## config.mk

```make
export PLATFORM = sky130hd
export DESIGN_NAME = mux4_rr_stream_arbiter
export DESIGN_NICKNAME = d
export VERILOG_FILES = /design/src/rtl/mux4_rr_stream_arbiter_pkg.sv /design/src/rtl/mux4_rr_stream_arbiter_mux4_data_w.sv /design/src/rtl/mux4_rr_stream_arbiter.sv
export SDC_FILE = /design/constraint.sdc
export NUM_CORES = 1
export LEC_CHECK = 0
export ABC_AREA = 0
export CAP_MARGIN = 25
export CELL_PAD_IN_SITES_DETAIL_PLACEMENT = 0
export CELL_PAD_IN_SITES_GLOBAL_PLACEMENT = 1
export CORE_MARGIN = 2
export CORE_UTILIZATION = 30
export DETAILED_ROUTE_END_ITERATION = 7
export PLACE_DENSITY = 0.83
export SLEW_MARGIN = 20
export SYNTH_ARGS = -nofsm -noshare
export SYNTH_HDL_FRONTEND = slang
export SYNTH_HIERARCHICAL = 1
export SYNTH_SLANG_ARGS = --single-unit
```

## constraint.sdc

```tcl
create_clock -name clk -period 4.5 [get_ports clk]
set_input_delay 1.35 -clock clk [delete_from_list [all_inputs] [get_ports clk]]
set_output_delay 1.35 -clock clk [all_outputs]
set_load 0.01 [all_outputs]
```

## src/rtl/mux4_rr_stream_arbiter_pkg.sv

```systemverilog
`default_nettype none
// ============================================================================
// Module      : mux4_rr_stream_arbiter_pkg
// Description : Shared constants, FSM state type and round-robin pick helper
//               for the 4-way stream arbiter.
// Revision    : 1.0 - initial release
// ============================================================================
package mux4_rr_stream_arbiter_pkg;

    localparam int NUM_REQ   = 4;
    localparam int REQ_IDX_W = 2;

    typedef enum logic [0:0] {
        ST_ARB  = 1'b0,
        ST_LOCK = 1'b1
    } state_t;

    // Walks from the highest offset down so the lowest offset from ptr wins.
    function automatic logic [REQ_IDX_W-1:0] rr_pick(
        input logic [NUM_REQ-1:0]   valid,
        input logic [REQ_IDX_W-1:0] ptr
    );
        logic [REQ_IDX_W-1:0] pick;
        logic [REQ_IDX_W-1:0] idx;
        pick = ptr;
        for (int i = NUM_REQ - 1; i >= 0; i--) begin
            idx = ptr + REQ_IDX_W'(i);
            if (valid[idx]) begin
                pick = idx;
            end
        end
        return pick;
    endfunction

endpackage : mux4_rr_stream_arbiter_pkg
`default_nettype wire

```

## src/rtl/mux4_rr_stream_arbiter_mux4_data_w.sv

```systemverilog
`default_nettype none
// ============================================================================
// Module      : mux4_data_w
// Description : WIDTH-bit 4:1 data mux built from three 2:1 stages.
// Revision    : 1.0 - initial release
// ============================================================================
module mux4_data_w
    import mux4_rr_stream_arbiter_pkg::*;
#(
    parameter int WIDTH = 8
) (
    input  logic [NUM_REQ*WIDTH-1:0] in_data,
    input  logic [REQ_IDX_W-1:0]     sel,
    output logic [WIDTH-1:0]         out_data
);

    logic [WIDTH-1:0] w_lo;
    logic [WIDTH-1:0] w_hi;

    assign w_lo     = sel[0] ? in_data[1*WIDTH +: WIDTH] : in_data[0*WIDTH +: WIDTH];
    assign w_hi     = sel[0] ? in_data[3*WIDTH +: WIDTH] : in_data[2*WIDTH +: WIDTH];
    assign out_data = sel[1] ? w_hi : w_lo;

endmodule : mux4_data_w
`default_nettype wire

```

## src/rtl/mux4_rr_stream_arbiter.sv

```systemverilog
`default_nettype none
// ============================================================================
// Module      : mux4_rr_stream_arbiter
// Description : Round-robin 4:1 valid/ready stream arbiter with packet lock
//               and a registered output stage.
// Revision    : 1.0 - initial release
// ============================================================================
module mux4_rr_stream_arbiter
    import mux4_rr_stream_arbiter_pkg::*;
#(
    parameter int WIDTH = 8
) (
    input  logic                     clk,
    input  logic                     rst,
    input  logic [NUM_REQ-1:0]       in_valid,
    input  logic [NUM_REQ-1:0]       in_last,
    input  logic [NUM_REQ*WIDTH-1:0] in_data,
    output logic [NUM_REQ-1:0]       in_ready,
    output logic                     out_valid,
    output logic                     out_last,
    output logic [WIDTH-1:0]         out_data,
    output logic [REQ_IDX_W-1:0]     out_src,
    input  logic                     out_ready,
    output logic                     locked
);

    state_t               r_state;
    state_t               w_state_nxt;
    logic [REQ_IDX_W-1:0] r_ptr;
    logic [REQ_IDX_W-1:0] w_ptr_nxt;
    logic [REQ_IDX_W-1:0] r_lock_id;
    logic [REQ_IDX_W-1:0] w_lock_id_nxt;
    logic [REQ_IDX_W-1:0] w_win;
    logic [REQ_IDX_W-1:0] w_sel;
    logic [NUM_REQ-1:0]   w_grant;
    logic                 w_can_load;
    logic                 w_accept;
    logic [WIDTH-1:0]     w_mux_data;

    logic                 r_out_valid;
    logic                 r_out_last;
    logic [WIDTH-1:0]     r_out_data;
    logic [REQ_IDX_W-1:0] r_out_src;

    assign w_can_load = !r_out_valid || out_ready;
    assign w_win      = rr_pick(in_valid, r_ptr);
    assign w_sel      = (r_state == ST_LOCK) ? r_lock_id : w_win;

    always_comb begin
        w_state_nxt   = r_state;
        w_ptr_nxt     = r_ptr;
        w_lock_id_nxt = r_lock_id;
        w_grant       = '0;
        case (r_state)
            ST_ARB: begin
                if (w_can_load && (|in_valid)) begin
                    w_grant[w_win] = 1'b1;
                    if (in_last[w_win]) begin
                        w_ptr_nxt = w_win + 1'b1;
                    end else begin
                        w_lock_id_nxt = w_win;
                        w_state_nxt   = ST_LOCK;
                    end
                end
            end
            ST_LOCK: begin
                // Other requesters are ignored until the open packet closes.
                if (w_can_load && in_valid[r_lock_id]) begin
                    w_grant[r_lock_id] = 1'b1;
                    if (in_last[r_lock_id]) begin
                        w_ptr_nxt   = r_lock_id + 1'b1;
                        w_state_nxt = ST_ARB;
                    end
                end
            end
            default: begin
                w_state_nxt = ST_ARB;
            end
        endcase
    end

    // No beat may be accepted while reset is asserted.
    assign in_ready = rst ? '0 : w_grant;
    assign w_accept = |in_ready;

    mux4_data_w #(
        .WIDTH (WIDTH)
    ) u_mux (
        .in_data  (in_data),
        .sel      (w_sel),
        .out_data (w_mux_data)
    );

    always_ff @(posedge clk) begin
        if (rst) begin
            r_state   <= ST_ARB;
            r_ptr     <= '0;
            r_lock_id <= '0;
        end else begin
            r_state   <= w_state_nxt;
            r_ptr     <= w_ptr_nxt;
            r_lock_id <= w_lock_id_nxt;
        end
    end

    always_ff @(posedge clk) begin
        if (rst) begin
            r_out_valid <= 1'b0;
            r_out_last  <= 1'b0;
            r_out_data  <= '0;
            r_out_src   <= '0;
        end else if (w_accept) begin
            r_out_valid <= 1'b1;
            r_out_last  <= in_last[w_sel];
            r_out_data  <= w_mux_data;
            r_out_src   <= w_sel;
        end else if (out_ready) begin
            r_out_valid <= 1'b0;
        end
    end

    assign out_valid = r_out_valid;
    assign out_last  = r_out_last;
    assign out_data  = r_out_data;
    assign out_src   = r_out_src;
    assign locked    = (r_state == ST_LOCK);

endmodule : mux4_rr_stream_arbiter
`default_nettype wire

```

==> out/results.tsv <==
metric	value	unit
min-delay src	out_last$_SDFFE_PP0P_	
Worst Skew	5.53	ps
Critical Setup Path Class	primary input to output port	
WL/cell	14.1	um
Slew @ Worst Pin	498	ps
# nets final	274	
Die H	71.2	um
Clock Latency Late Sink	250	ps
Hold Path End	out_last$_SDFFE_PP0P_	
Hold WS	464	ps
CTS H-tree depth	1	
count leader, synth	dfxtp_1	
drt pass-1 iters	4	
post-synth cell types	43	
Slew HR	66.8	%
Post-Syn Area	1350	um2
clock transition at the registers of the reported paths	70	ps
largest net degree at the start of global routing	14	
vias in the first global route	1564	
grt ovf	0	
area of the core	4350	um2
antenna violations before repair	0	
vias post-DR	1498	
met3 global-route usage	3.99	%
post-synthesis area per instance	9.21	um2
R2R Setup Slk	1880	ps
RR Startpoint	r_ptr[0]$_SDFFE_PP0P_	
final count of hold timing violations	0	
Ant. Diodes	0	
data required time at the worst endpoint	3150	ps
Cells after Synth	147	
Post-synth ARST share	0	%
most frequent cells after synthesis	dfxtp_1 (17), nor2b_1 (14), mux2_2 (12)	
root buffer cell	clkbuf_8	
post-synthesis sequential area ratio	25.1	%
RSZ-0062 raised after global routing	false	
period utilisation layout	98.2	%
DIE AREA	5070	um2
placed cell areas	2170	um2
cells on worst reg2reg path	10	
synth warn	6	
starting density of the core	31.1	%
Setup-failing EPs final	0	
GRT Resource Usage Total	16.8	%
min cycle time layout	4420	ps
gr busiest metal	met2	
Post-synth EDFFs	0	
I/O Buffers	59	
PD cells	495	nW/um2
Pleak	0.922	nW
Synth top area share	25.1	%
GP Congestion	0.856	
TritonCTS Buffers	3	
DRT iter0 DRCs	97	
DRC viols	0	
DRT Wirelength	3970	um
Detail Route Antenna Nets	0	
Hold Path Class	flop to flop	
Final Max Tran Viols	0	
crit path DAT	3070	ps
met2 usage	29.1	%
CP Max Fanout	6	
vias per std cell	5.31	
met1 global-route usage	19.5	%
cell taking the most area after synthesis	dfxtp_1	
global-route wire length before repair	6790	um
outcome	completed	
Hold Crit Depth	2	
num rows	24	
post-DP HPWL	3310	um
IO Count	60	
top post-synthesis cells by area	dfxtp_1 (25%), mux4_2 (13%), mux2_2 (10%), nor2b_1 (6.5%), mux2i_1 (4.4%)	
cell area after layout	2240	um2
TritonCTS clock tree	yes	
Synth Register Bits	17	
crit start category	primary input	
CP endpoint kind	output port	
Max Cap Viol	0	
VDD IR-drop max	0.219	mV
Max Clk Rate	226	MHz
die width	71.2	um
Reg2Reg Capture Point	out_data[0]$_SDFFE_PP0P_	
clock tree sinks	17	
Post-synth top flop	dfxtp_1	
Clock Path Buffers	2	
hold_buf cts	0	
Syn Nets	190	
Area growth, synth to finish	65.6	%
fraction of layout cells with a size suffix above 1	27.8	%
[what timing repair did]
item                       CTS  global route
setup endpoints to repair    4             2
resized for setup           13             3
pin swaps                    2             1
setup buffers                1             0
[registers in the layout, summed over array words and instances, names as in the netlist]
signal	flops
out_src	2
r_lock_id	2
locked	1
out_valid	1
out_last	1
out_data	8
r_ptr	2
[layout make-up]
class,count,area [um2]
Clock buffer,3,41.3
Clock inverter,1,5.00
Fill cell,427,2110
Inverter,4,15.0
Multi-Input combinational cell,118,988
Sequential cell,17,340
Tap cell,52,65.1
Timing Repair Buffer,87,787
[layout by cell type (no fill, tap or decap), types with 2 or more instances in the layout]
cell,instances
clkdlybuf4s50_1,51
buf_4,28
dfxtp_1,17
nor2b_1,14
mux2_2,12
nand2_1,10
nor2_1,9
mux4_2,8
o21ai_0,7
nand3_1,7
dlygate4sd2_1,7
mux2i_1,6
nor3_1,5
inv_1,4
a2bb2oi_1,3
nand2b_1,3
clkbuf_8,3
o21ai_1,2
a221oi_2,2
and3b_1,2
a31o_2,2
nor4_1,2
a21oi_1,2
[cell families (layout without fill, tap and decap cells)]
family	count (synthesis)	count (layout)	share of synthesized area (%)
flip-flops	17	17	25.1
multiplexers	26	26	27.7
buffers and inverters	12	95	4.16
AO/OA/AOI/OAI	30	30	17.9
XOR/XNOR	1	1	0.647
AND/OR/NAND/NOR	61	61	24.4
[how the worst max path moves through the flow]
stage	slack (ps)	end	startpoint
global route	4	in_ready[0]	in_valid[1]
finish	80	in_ready[0]	in_valid[0]
floorplan	300	in_ready[1]	in_valid[3]
detailed placement	-530	in_ready[1]	in_valid[2]
global placement	-500	in_ready[1]	in_valid[2]
CTS	10	in_ready[1]	in_valid[2]
[power by group]
part | internal [mW] | switching, mW | total, mW
Combinational | 0.434 | 0.300 | 0.734
Sequential | 0.212 | 0.0522 | 0.264
Clock | 0.0613 | 0.0495 | 0.111
Total | 0.708 | 0.401 | 1.11
[worst max-delay path, stage by stage]
cell and delay, ps:
dlygate4sd2_1 280, nor2b_1 160, or4_4 530, nand2_1 130
a2bb2oi_1 270, nor2_1 60, dlygate4sd2_1 280
[layer usage]
| layer | up-vias | share of wire, % |
|---|---|---|
| li1 | 724 | - |
| met1 | 708 | 38 |
| met2 | 56 | 51 |
| met3 | 10 | 7.8 |
| met4 | 0 | 2.8 |
| met5 | - | 0 |
[metrics by stage]
stage | setup TNS, ps | setup slack, ps | instances | util (%) | total power [mW]
detailed placement | -1860 | -528 | 277 | 49.9 | 1.00
floorplan | 0 | 305 | 147 | - | 0.700
finish | 0 | 79.3 | 282 | 51.5 | 1.11
global route | 0 | 3.88 | 282 | 51.5 | 1.20
CTS | 0 | 14.3 | 282 | 51.4 | 1.12
global placement | -1860 | -503 | 277 | 49.9 | 0.987
(Power assumes the default switching activity.)
